`config.mk`:
```
export PLATFORM = sky130hd
export DESIGN_NAME = spart_rx
export DESIGN_NICKNAME = d
export VERILOG_FILES = /design/src/rtl/spart_pkg.sv /design/src/rtl/spart_sync2.sv /design/src/rtl/spart_rx.sv
export SDC_FILE = /design/constraint.sdc
export NUM_CORES = 1
export LEC_CHECK = 0
export BUFFER_PORTS_ARGS = -buffer_cell sky130_fd_sc_hd__buf_2
export CAP_MARGIN = 0
export CORE_UTILIZATION = 40
export CTS_CLUSTER_SIZE = 14
export DETAILED_ROUTE_END_ITERATION = 8
export GPL_ROUTABILITY_DRIVEN = 0
export HOLD_SLACK_MARGIN = 0.1
export PLACE_DENSITY = 0.6
export SLEW_MARGIN = 10
export SYNTH_ARGS = -nofsm -noshare
export SYNTH_HDL_FRONTEND = slang
export SYNTH_SLANG_ARGS = --single-unit
```
`constraint.sdc`:
```
create_clock -name clk -period 1.9 [get_ports clk]
set_input_delay 0.38 -clock clk [delete_from_list [all_inputs] [get_ports clk]]
set_output_delay 0.38 -clock clk [all_outputs]
set_load 0.02 [all_outputs]
```
`src/rtl/spart_pkg.sv`:
```
// SPART receiver shared types and default sizing.
// Optional parity support is enabled by defining SPART_RX_PARITY_EN.
package spart_pkg;

  localparam int DEF_OVERSAMPLE = 16;
  localparam int DEF_DATA_BITS  = 8;

  typedef enum logic [2:0] {
    IDLE,
    START,
    DATA,
    PARITY,
    STOP,
    BREAK
  } rx_state_t;

endpackage

```
`src/rtl/spart_sync2.sv`:
```
// Two-flop synchronizer for asynchronous inputs, resets to 1 (idle line).
// Synchronous active-low reset.
module spart_sync2 (
  input  logic clk,
  input  logic rst,
  input  logic d,
  output logic q
);

  logic s1_q, s1_d;
  logic s2_q, s2_d;

  always_comb begin
    s1_d = d;
    s2_d = s1_q;
  end

  always_ff @(posedge clk) begin
    if (!rst) begin
      s1_q <= 1'b1;
      s2_q <= 1'b1;
    end else begin
      s1_q <= s1_d;
      s2_q <= s2_d;
    end
  end

  assign q = s2_q;

endmodule

```
`src/rtl/spart_rx.sv`:
```
// SPART receiver: oversampled start/data/stop framing, LSB first.
// Define SPART_RX_PARITY_EN to add an even-parity bit before the stop bit.
module spart_rx
  import spart_pkg::*;
#(
  parameter int OVERSAMPLE = DEF_OVERSAMPLE,
  parameter int DATA_BITS  = DEF_DATA_BITS
) (
  input  logic                 clk,
  input  logic                 rst,
  input  logic                 enable,
  input  logic                 rxd,
  input  logic                 rd_ack,
  output logic [DATA_BITS-1:0] rx_data,
  output logic                 rda,
  output logic                 frame_err,
  output logic                 overrun,
  output logic                 parity_err
);

  localparam int TW = $clog2(OVERSAMPLE);
  localparam int BW = (DATA_BITS > 1) ? $clog2(DATA_BITS) : 1;
  localparam logic [TW-1:0] T_MID = TW'(OVERSAMPLE / 2 - 1);
  localparam logic [TW-1:0] T_END = TW'(OVERSAMPLE - 1);
  localparam logic [BW-1:0] B_END = BW'(DATA_BITS - 1);

  logic rxd_s;

  spart_sync2 u_sync (
    .clk (clk),
    .rst (rst),
    .d   (rxd),
    .q   (rxd_s)
  );

  rx_state_t state_q, state_d;
  logic [TW-1:0] tick_q, tick_d;
  logic [BW-1:0] bit_q, bit_d;
  logic [DATA_BITS-1:0] shift_q, shift_d;
  logic [DATA_BITS-1:0] data_q, data_d;
  logic rda_q, rda_d;
  logic fe_q, fe_d;
  logic ov_q, ov_d;
  logic done;
`ifdef SPART_RX_PARITY_EN
  logic par_q, par_d;
  logic pe_q, pe_d;
`endif

  always_comb begin
    state_d = state_q;
    tick_d  = tick_q;
    bit_d   = bit_q;
    shift_d = shift_q;
    data_d  = data_q;
    rda_d   = rda_q;
    fe_d    = fe_q;
    ov_d    = ov_q;
    done    = 1'b0;
`ifdef SPART_RX_PARITY_EN
    par_d   = par_q;
    pe_d    = pe_q;
`endif
    if (rd_ack) rda_d = 1'b0;
    unique case (state_q)
      IDLE: begin
        if (!rxd_s) begin
          state_d = START;
          tick_d  = '0;
        end
      end
      START: begin
        if (enable) begin
          if (tick_q == T_MID) begin
            tick_d  = '0;
            bit_d   = '0;
            state_d = rxd_s ? IDLE : DATA;
          end else begin
            tick_d = tick_q + 1'b1;
          end
        end
      end
      DATA: begin
        if (enable) begin
          if (tick_q == T_END) begin
            tick_d  = '0;
            shift_d = {rxd_s, shift_q[DATA_BITS-1:1]};
            bit_d   = bit_q + 1'b1;
            if (bit_q == B_END) begin
`ifdef SPART_RX_PARITY_EN
              state_d = PARITY;
`else
              state_d = STOP;
`endif
            end
          end else begin
            tick_d = tick_q + 1'b1;
          end
        end
      end
      PARITY: begin
`ifdef SPART_RX_PARITY_EN
        if (enable) begin
          if (tick_q == T_END) begin
            tick_d  = '0;
            par_d   = rxd_s;
            state_d = STOP;
          end else begin
            tick_d = tick_q + 1'b1;
          end
        end
`else
        state_d = IDLE;
`endif
      end
      STOP: begin
        if (enable) begin
          if (tick_q == T_END) begin
            tick_d  = '0;
            done    = 1'b1;
            state_d = rxd_s ? IDLE : BREAK;
          end else begin
            tick_d = tick_q + 1'b1;
          end
        end
      end
      BREAK: begin
        // a held-low line must not look like a new start bit
        if (rxd_s) state_d = IDLE;
      end
      default: state_d = IDLE;
    endcase
    if (done) begin
      data_d = shift_q;
      fe_d   = ~rxd_s;
      ov_d   = rda_q & ~rd_ack;
      rda_d  = 1'b1;
`ifdef SPART_RX_PARITY_EN
      pe_d   = (^shift_q) ^ par_q;
`endif
    end
  end

  always_ff @(posedge clk) begin
    if (!rst) begin
      state_q <= IDLE;
      tick_q  <= '0;
      bit_q   <= '0;
      shift_q <= '0;
      data_q  <= '0;
      rda_q   <= 1'b0;
      fe_q    <= 1'b0;
      ov_q    <= 1'b0;
`ifdef SPART_RX_PARITY_EN
      par_q   <= 1'b0;
      pe_q    <= 1'b0;
`endif
    end else begin
      state_q <= state_d;
      tick_q  <= tick_d;
      bit_q   <= bit_d;
      shift_q <= shift_d;
      data_q  <= data_d;
      rda_q   <= rda_d;
      fe_q    <= fe_d;
      ov_q    <= ov_d;
`ifdef SPART_RX_PARITY_EN
      par_q   <= par_d;
      pe_q    <= pe_d;
`endif
    end
  end

  assign rx_data   = data_q;
  assign rda       = rda_q;
  assign frame_err = fe_q;
  assign overrun   = ov_q;
`ifdef SPART_RX_PARITY_EN
  assign parity_err = pe_q;
`else
  assign parity_err = 1'b0;
`endif

endmodule

```
After elaboration in Yosys (flattened, before gate mapping)
Index checks and enable logic that the tools add are counted.
{"block": "op_classes", "n_addsub": 2, "n_eq_ne": 17, "muxes": 28, "bitwise": 3, "reduce_logical": 9}
{"op": "3-bit two-way mux", "n": 14}
{"op": "4-bit two-way mux", "n": 5}
{"op": "2-bit inequality test, second input constant", "n": 8}
{"op": "3-bit case mux with 5 select lines", "n": 1}
{"op": "4-bit case mux with 3 select lines", "n": 1}
{"op": "3-bit equality test, second input constant", "n": 3}
{"op": "9-bit AND reduction", "n": 1}
{"op": "3-bit case mux with 2 select lines", "n": 1}
{"op": "1-bit two-way mux", "n": 5}
{"op": "5-bit AND reduction", "n": 1}
{"op": "4-bit by 1-bit adder with 4-bit output, second input constant", "n": 1}
{"op": "4-bit by 3-bit equality test with 1-bit output, second input constant", "n": 1}
{"op": "4-bit equality test, second input constant", "n": 1}
{"op": "2-bit by 1-bit inequality test with 1-bit output, second input constant", "n": 2}
{"op": "4-bit AND reduction", "n": 1}
{"op": "2-bit nonzero test", "n": 2}
{"op": "3-bit by 1-bit adder with 3-bit output, second input constant", "n": 1}
{"op": "3-bit by 1-bit equality test with 1-bit output, second input constant", "n": 1}
{"op": "3-bit by 2-bit equality test with 1-bit output, second input constant", "n": 1}
{"op": "3-bit zero test", "n": 1}
{"op": "3-bit AND reduction", "n": 1}
{"op": "3-bit nonzero test", "n": 1}
{"op": "2-bit two-way mux", "n": 1}
{"op": "1-bit NOT", "n": 2}
{"op": "2 further kinds", "n": 2}
{"block": "totals", "register_bits": 31, "inputBits": 5, "output_inout_bits": 12, "elab_cells": 69}

Longest topological paths before layout
Gate-level depths: netlist of the first run.
{"block": "logic_depth", "depth_word": 5, "depth_mapped": 6, "mapped_depth_nobuf": 6}

Hierarchy
From an unflattened synthesis of the first run, not the netlist that was laid out.
{"block": "hier_totals", "cells_unflattened": 148, "area_unflattened_um2": 1450.1}
{"module": "spart_rx", "n_inst": 1, "cells_per_inst": 144, "area_per_inst_um2": 1397.6, "seq_area_each_um2": 580.6}
{"module": "spart_sync2", "n_inst": 1, "cells_per_inst": 4, "area_per_inst_um2": 52.6, "seq_area_each_um2": 40.0}

Least setup slack after synthesis of the first run
Ideal clock, no wire load.
{"block": "synth_path", "path_type": "reg-to-reg", "startpoint": "reg tick_q[0]", "endpoint": "reg shift_q[5]", "setup_time_ps": 128, "arrival_ps": 1377, "slack_ps": 395, "stages_incl_launch_ff": 6, "path_buffers": 0, "synth_period_minus_slack_ps": 1505, "cell_sequence": "dfxtp_1 -> ha_1 -> nand3_2 -> nor3_4 -> mux2i_1 -> nor2_1"}
{"block": "synth_via", "elab_chain_len": 2}
{"element": "start: declaration", "line": "spart_rx.sv:37", "text": "logic [TW-1:0] tick_q, tick_d;"}
{"element": "start signal: assignment", "line": "spart_rx.sv:160", "text": "tick_q <= tick_d;"}
{"element": "4-bit equality test", "line": "spart_rx.sv:85", "text": "if (tick_q == T_END) begin"}
{"element": "3-bit AND reduction (no line)"}
{"element": "end signal: assignment", "line": "spart_rx.sv:162", "text": "shift_q <= shift_d;"}
{"element": "end: declaration", "line": "spart_rx.sv:39", "text": "logic [DATA_BITS-1:0] shift_q, shift_d;"}
Every way passes these cells.
A chain may end at the register's enable or synchronous reset.

Worst setup path after layout of the first run
{"block": "layout_path", "startpoint": "reg state_q[1]", "endpoint": "reg tick_q[1]"}
{"block": "layout_via", "elab_chain_len": 4}
{"element": "start: declaration", "line": "spart_rx.sv:36", "text": "rx_state_t state_q, state_d;"}
{"element": "start signal: assignment", "line": "spart_rx.sv:159", "text": "state_q <= state_d;"}
{"element": "3-bit equality test / 3-bit by 2-bit equality test with 1-bit output (equally long branches)", "line": "spart_rx.sv:65", "text": "unique case (state_q)"}
{"element": "2-bit OR reduction (no line)"}
{"element": "2-bit by 1-bit inequality test with 1-bit output (no line) / 3-bit nonzero test (equally long branches)"}
{"element": "4-bit AND reduction (no line)"}
Parallel ways exist; a longest one is shown, timed or not.

==> flow_summary.json, run 1 <==
{
  "skew_ns": 0.008034,
  "cts_buffer_depth": 2,
  "synth_compound_area_share_pct": 14.12,
  "slew_headroom_pct": 63.32,
  "busiest_layer": "met2",
  "drc_errors": 0,
  "avgViaCountPerCell": 5.116,
  "rsz0062_at_grt": "no",
  "muxShareOfSynthArea_pct": 13.14,
  "dp_hpwl_mm": 1.938,
  "synth-simple-area-share_pct": 23.32,
  "synth.most_common_cell": "dfxtp_1",
  "clock-sinks": 31,
  "p_total_mw": 1.217,
  "ys_seq_elements": 31,
  "synth.top_cell.area_share_pct": 40.72,
  "wirelength_mm": 2.710,
  "synth_edf_count": 0,
  "slew_violations": 0,
  "drive_gt1_share_pct": 23.30,
  "postPlaceCellArea_mm2": 0.001642,
  "synthAdderAreaFrac_pct": 2.463,
  "numCtsBuffers": 5,
  "synthArstFlopShare_pct": 0,
  "n_fill_cell": 361,
  "syn_to_final_growth_pct": 13.30,
  "hold_end": "u_sync.s1_q",
  "place_ws_ns": 0.1432,
  "min_path_cells": 2,
  "critPathKind": "flip-flop to flip-flop",
  "wl_per_cell_um": 12.10,
  "ant_nets": 0,
  "drv_cap": 0,
  "setup_ws_ns": 0.1865,
  "synthTopCellsByCount": "31 x dfxtp_1, 23 x nor2_1, 20 x mux2i_1",
  "fin_crit_sh_pct": 90.18,
  "synthCells": 157,
  "yosysUniqueCellTypes": 46,
  "synth_area_mm2": 0.001524,
  "worstSkewPairLatency_ns": 0.28,
  "rrSetupSlack_ns": 0.19,
  "synth_warnings": 0,
  "grtUsageMet3_pct": 5.072,
  "vias": 1146,
  "critPathArrivalTime_ns": 1.92,
  "boundaryPins": 17,
  "max_freq_mhz": 583.6,
  "rows": 22,
  "hold_viol": 0,
  "avgSynthCellArea_um2": 9.707,
  "start_util_pct": 41.63,
  "first_pass_iters": 4,
  "layout_min_cycle_time_ns": 1.713,
  "syn-num-nets": 165,
  "end_kind": "flip-flop",
  "fp.coreArea_mm2": 0.003661,
  "cts_tree": "done",
  "grt_overflow": 0,
  "grt.met2_usage_pct": 25.53,
  "use_met1_pct": 19.02,
  "hp-class": "input pin to flip-flop",
  "port-buffer-count": 15,
  "grt_usage_pct": 15.72,
  "cts_setup_buffers": 0,
  "cts_hold_buf": 0,
  "synth_top_family_by_area": "simple AND/OR/NAND/NOR gates",
  "clk_pin_slew_ns": 0.07,
  "tns_ns": 0,
  "cts_root_buffer": "clkbuf_8",
  "final_nets": 183,
  "worst-r2r-cell-count": 4,
  "cp-start-kind": "flip-flop",
  "final-setup-viol-count": 0,
  "synth_area_leader_cell": "dfxtp_1",
  "leakagePower_nw": 0.6547,
  "tightestPinTransition_ns": 0.5495,
  "htreeDepth": 2,
  "multi_input_area_um2": 833.3,
  "final_cell_area_mm2": 0.001727,
  "outcome": "finished, final reports clean",
  "drt-initial-drc-count": 52,
  "fin_hold_ws_ns": 0.2760,
  "r2r_start": "state_q[1]",
  "die_h_um": 63.73,
  "cp_max_fo": 16,
  "pwr_density_cell_mw_per_mm2": 705.1,
  "grt_pass1_vias": 1135,
  "diodes": 0,
  "synth-xor-area-share_pct": 1.149,
  "fp.dieW_um": 63.73,
  "ys_seq_area_share_pct": 40.72,
  "antenna_found_initial": 0,
  "ys_top_cells_by_area": "dfxtp_1 41%, mux2i_1 13%, nor2_1 5.7%",
  "reg2reg_to": "tick_q[1]",
  "hp-start": "rxd",
  "cts_resized": 0,
  "grt_max_degree": 29,
  "grt_pass1_wl_mm": 4.988,
  "seq_area_um2": 620.6,
  "peakVddDrop_v": 0.0005022,
  "cp.required_ns": 2.10,
  "synth-main-ff-cell": "dfxtp_1",
  "die_area_mm2": 0.004061
}
==> metal layers <==
metal | vias up | share of wire, %
met5 | - | 0
li1 | 596 | -
met2 | 15 | 48
met1 | 530 | 47
met4 | 0 | 1.5
met3 | 5 | 3.4
==> critical path: stages (launching register included) <==
cell,delay [ns]
dfxtp_1,0.67
nand2b_1,0.27
a21oi_2,0.13
or3b_2,0.45
a21oi_1,0.12
==> sequential cells by signal, indices dropped and copies added, names as in the netlist, 3 cells and up <==
| signal | flops |
|---|---|
| bit_q | 3 |
| rx_data | 8 |
| tick_q | 4 |
| shift_q | 8 |
| state_q | 3 |
==> cell usage in the layout, fill, tap and decap left out, types with 3 or more instances in the layout <==
cell type / n
mux2i_1: 20
a21oi_1: 4
nand3b_1: 3
nand2b_1: 5
buf_2: 15
o211ai_1: 4
dfxtp_1: 31
nand3_1: 4
nor2_1: 23
nor3_1: 3
buf_4: 6
nand2_1: 6
clkbuf_8: 5
ha_1: 3
nand4_1: 4
==> stage by stage <==
step / utilization, % / std cells
final: 47.16 / 224
after detailed placement: 44.84 / 216
after CTS: 47.06 / 224
after floorplan: - / 157
after global routing: 47.16 / 224
after global placement: 44.84 / 216
==> final cells by class <==
type                       count  area share [%]
multi-input combinational    113           48.26
sequential                    31           35.94
timing repair buffer          21           6.956
clock buffer                   7           4.420
tap                           48           3.478
inverter                       3          0.6522
clock inverter                 1          0.2899
==> how the worst max path moves through the flow <==
stage | startpoint | end | slack [ns] | depth (start not counted)
2_1_floorplan | tick_q[0] | shift_q[5] | 0.40 | 5
3_3_place_gp | state_q[1] | tick_q[1] | 0.21 | 4
3_5_place_dp | state_q[1] | tick_q[1] | 0.14 | 4
4_1_cts | state_q[1] | tick_q[1] | 0.12 | 4
5_1_grt | tick_q[0] | overrun | 0.07 | 6
6_report | state_q[1] | tick_q[1] | 0.19 | 4
==> cells by family after synthesis <==
logic type	Yosys count
other cells	1
mux	20
buf+inv	13
flops	31
xor+xnor	2
simple gates	62
fa+ha+maj	3
compound gates	25
==> where the power goes <==
group	total, mW	leakage (nW)	switching [mW]	internal, mW
Combinational	0.0747	0.362	0.0457	0.0289
Sequential	0.660	0.250	0.00575	0.654
Clock	0.483	0.0422	0.227	0.256
Note: power is estimated with default switching activity, not from simulation.
==> run 2: changes to the inputs <==
PLACE_DENSITY = unset   (was 0.6)
PLACE_DENSITY_LB_ADDON = 0.12   (was unset)
==> flow_summary.json, run 2 (synthesized netlist as in run 1, its figures left out) <==
{
  "final_common_cell": "dfxtp_1",
  "fp.dieW_um": 63.73,
  "wirelength_mm": 2.811,
  "start_util_pct": 41.63,
  "drive_gt1_share_pct": 23.86,
  "cts_hold_buf": 0,
  "rrSetupSlack_ns": 0.18,
  "diodes": 0,
  "place_ws_ns": 0.1944,
  "port-buffer-count": 15,
  "internal_power_mw": 1.107,
  "wl_per_cell_um": 12.55,
  "combinationalPowerShare_pct": 5.4,
  "numCtsBuffers": 5,
  "cp_max_fo": 9,
  "end_kind": "flip-flop",
  "hp-class": "input pin to flip-flop",
  "switching_share_pct": 20.76,
  "dp_hpwl_mm": 2.013,
  "slew_violations": 0,
  "critPathArrivalTime_ns": 1.93,
  "htreeDepth": 2,
  "rsz0062_at_grt": "no",
  "slowest_stage": "dfxtp_1",
  "syn_to_final_growth_pct": 15.44,
  "die_area_mm2": 0.004061,
  "drc_errors": 0,
  "final-setup-viol-count": 0,
  "hp-start": "rxd",
  "cp-start-kind": "flip-flop",
  "drt-initial-drc-count": 69,
  "grt_overflow": 0,
  "clk_pin_slew_ns": 0.07,
  "fp.coreArea_mm2": 0.003661,
  "final_cell_mix": "31 x dfxtp_1, 23 x nor2_1, 20 x mux2i_1, 15 x buf_2",
  "pwr_density_cell_mw_per_mm2": 793.9,
  "outcome": "finished, final reports clean",
  "grt_pass1_wl_mm": 4.912,
  "peakVddDrop_v": 0.0004046,
  "max_freq_mhz": 581.6,
  "cts_resized": 0,
  "multi_input_area_um2": 829.5,
  "first_pass_iters": 4,
  "avgViaCountPerCell": 5.210,
  "setup_ws_ns": 0.1807,
  "n_fill_cell": 335,
  "tns_ns": 0,
  "hold_viol": 0,
  "die_h_um": 63.73,
  "slowest_delay_ns": 0.58,
  "cts_buffer_depth": 2,
  "grt_max_degree": 29,
  "cts_root_buffer": "clkbuf_8",
  "vias": 1167,
  "seq_area_um2": 620.6,
  "drv_cap": 0,
  "critPathKind": "flip-flop to flip-flop",
  "layout_min_cycle_time_ns": 1.719,
  "path_cells": "nand2b_2 > a21oi_1 > or3b_2 > a21oi_1",
  "pwr-share-clk_pct": 47.5,
  "skew_ns": 0.006495,
  "clock-sinks": 31,
  "cp.required_ns": 2.11,
  "fin_crit_sh_pct": 90.49,
  "pwr-share-seq_pct": 47.2,
  "switching_power_uw": 290.0,
  "crit_top_cell": "a21oi_1",
  "worstSkewPairLatency_ns": 0.28,
  "final_nets": 183,
  "boundaryPins": 17,
  "ant_nets": 0,
  "rows": 22,
  "leakagePower_nw": 0.6737,
  "antenna_found_initial": 0,
  "cts_tree": "done",
  "cts_setup_buffers": 0,
  "crit_path_start": "state_q[2]",
  "r2r_start": "state_q[2]",
  "grt_usage_pct": 15.73,
  "grt_pass1_vias": 1102
}
==> run 2: worst paths after layout <==
check / end / cells past startpoint
max: tick_q[1] / 4
min: u_sync.s1_q / 2
max reg2reg: tick_q[1] / 4
min reg2reg: u_sync.q / 1
==> run 2: worst max-delay path, delay by kind of cell (launching register included) <==
family | cells | cell delay [ns]
simple gates | 2 | 0.75
compound gates | 2 | 0.32
flops | 1 | 0.58
==> run 2: metal layers <==
layer	part of all wire, %	vias to the layer above	global-route usage (%)
li1	-	598	-
met1	47	546	18.06
met2	49	17	26.99
met3	3.2	6	4.891
met4	1.6	0	5.966
met5	0	-	0
==> run 2: metrics by stage <==
step | util, % | instance area [um2] | total power, mW | hold slack (ns) | instances
final | 48.05 | 1759 | 1.397 | 0.2772 | 224
after global placement | 44.84 | 1642 | 0.7477 | 0.3911 | 216
after detailed placement | 44.84 | 1642 | 0.7493 | 0.4005 | 216
after global routing | 48.05 | 1759 | 1.449 | 0.2720 | 224
after CTS | 48.05 | 1759 | 1.413 | 0.2706 | 224
after floorplan | - | 1524 | 0.7336 | 0.3863 | 157
==> run 2: power groups by stage <==
stage                     Clock [mW]  Sequential, mW  Combinational, mW
after floorplan                    0           0.670             0.0635
final                          0.663           0.659             0.0748
after CTS                      0.679           0.659             0.0760
after global routing           0.707           0.660             0.0828
after global placement             0           0.674             0.0738
after detailed placement           0           0.673             0.0758
==> run 2: layout make-up <==
type / instances / area share (%)
clock buffer: 6 / 4.694
clock inverter: 2 / 1.991
inverter: 3 / 0.6401
multi-input combinational: 113 / 47.15
sequential: 31 / 35.28
tap: 48 / 3.414
timing repair buffer: 21 / 6.828
==> run 3: changes to the inputs <==
PLACE_DENSITY = 0.66   (was unset)
PLACE_DENSITY_LB_ADDON = unset   (was 0.12)
==> flow_summary.json, run 3 (synthesized netlist as in run 1, its figures left out) <==
{
  "peakVddDrop_v": 0.0004041,
  "fp.coreArea_mm2": 0.003661,
  "worstPathBufferInverterCount": 0,
  "cts_buffer_depth": 2,
  "first_pass_iters": 3,
  "cpLargestDelayFamily": "compound AO/OA/AOI/OAI gates",
  "grt_overflow": 0,
  "drive_gt1_share_pct": 23.86,
  "end_kind": "flip-flop",
  "cts_resized": 0,
  "cts_tree": "done",
  "final_cell_mix": "31 x dfxtp_1, 23 x nor2_1, 20 x mux2i_1, 15 x buf_2",
  "drv_cap": 0,
  "ant_nets": 0,
  "pwr_density_cell_mw_per_mm2": 789.9,
  "dp_cells": 216,
  "rsz0062_at_grt": "no",
  "cp.required_ns": 2.08,
  "p_total_mw": 1.386,
  "die_area_mm2": 0.004061,
  "fp.dieW_um": 63.73,
  "slew_headroom_pct": 65.54,
  "diodes": 0,
  "tns_ns": 0,
  "grt_pass1_vias": 1159,
  "path_cells": "ha_1 > a31oi_1 > a22oi_2 > o311ai_2 > o41ai_2",
  "wl_per_cell_um": 12.77,
  "rows": 22,
  "outcome": "finished, final reports clean",
  "grt_pass1_wl_mm": 5.064,
  "slowest_stage": "dfxtp_1",
  "htreeDepth": 2,
  "critPathKind": "flip-flop to flip-flop",
  "tightestPinTransition_ns": 0.5169,
  "syn_to_final_growth_pct": 15.11,
  "max_freq_mhz": 597.9,
  "rrSetupSlack_ns": 0.23,
  "dp_hpwl_mm": 1.972,
  "start_util_pct": 41.63,
  "grt_max_degree": 29,
  "boundaryPins": 17,
  "hp-class": "input pin to flip-flop",
  "avgViaCountPerCell": 5.223,
  "wirelength_mm": 2.861,
  "setup_ws_ns": 0.2275,
  "cts_hold_buf": 0,
  "cp-start-kind": "flip-flop",
  "drt-initial-drc-count": 61,
  "worstSkewPairLatency_ns": 0.29,
  "port-buffer-count": 15,
  "skew_ns": 0.004561,
  "slowest_delay_ns": 0.36,
  "final-setup-viol-count": 0,
  "clock-sinks": 31,
  "slew_violations": 0,
  "vias": 1170,
  "place_ws_ns": 0.2703,
  "numCtsBuffers": 5,
  "cp_max_fo": 6,
  "cts_root_buffer": "clkbuf_8",
  "critPathArrivalTime_ns": 1.86,
  "final_nets": 183,
  "die_h_um": 63.73,
  "clk_pin_slew_ns": 0.07,
  "antenna_found_initial": 0,
  "final_common_cell": "dfxtp_1",
  "fin_crit_sh_pct": 88.03,
  "final_cell_count_no_fill": 224,
  "grt_usage_pct": 16.14,
  "hold_viol": 0,
  "cts_setup_buffers": 0,
  "postPlaceCellArea_mm2": 0.001642,
  "layout_min_cycle_time_ns": 1.672,
  "final_cell_area_mm2": 0.001754,
  "leakagePower_nw": 0.6694,
  "drc_errors": 0
}
[run 3: cell types whose count changed in the layout (fill, tap and decap cells not counted), sizes merged]
cell | before | now
clkinv | 1 | 2
clkbuf | 6 | 5
[run 3: stage by stage]
stage | hold slack [ns] | util [%]
finish | 0.2682 | 47.92
global route | 0.2922 | 47.92
CTS | 0.2630 | 47.92
detailed placement | 0.4033 | 44.84
global placement | 0.3918 | 44.84
floorplan | 0.3863 | -
[run 3: path summary, 6_finish.rpt]
| path | end | from | cells past startpoint |
|---|---|---|---|
| max reg2reg | state_q[2] | tick_q[0] | 5 |
| max | state_q[2] | tick_q[0] | 5 |
| min | u_sync.s1_q | rxd | 2 |
| min reg2reg | u_sync.q | u_sync.s1_q | 1 |
[run 3: layer usage]
| layer | GRT usage, % | share of wire (%) |
|---|---|---|
| met5 | 0 | 0 |
| met2 | 26.33 | 47 |
| met1 | 18.58 | 47 |
| met4 | 7.670 | 2.1 |
| met3 | 5.797 | 4.2 |
[run 3: layout make-up]
type	instances	area, um2
fillers	354	1907
multi-input cells	113	829.5
flip-flops and latches	31	620.6
repair buffers	21	120.1
clock buffers	5	68.82
well taps	48	60.06
clock inverters	3	43.79
inverters	3	11.26
[run 3: power breakdown]
part / total [mW] / internal (mW) / switching [mW]
sequential: 0.657 / 0.654 / 0.00335
clock: 0.653 / 0.390 / 0.264
combinational: 0.0751 / 0.0272 / 0.0479
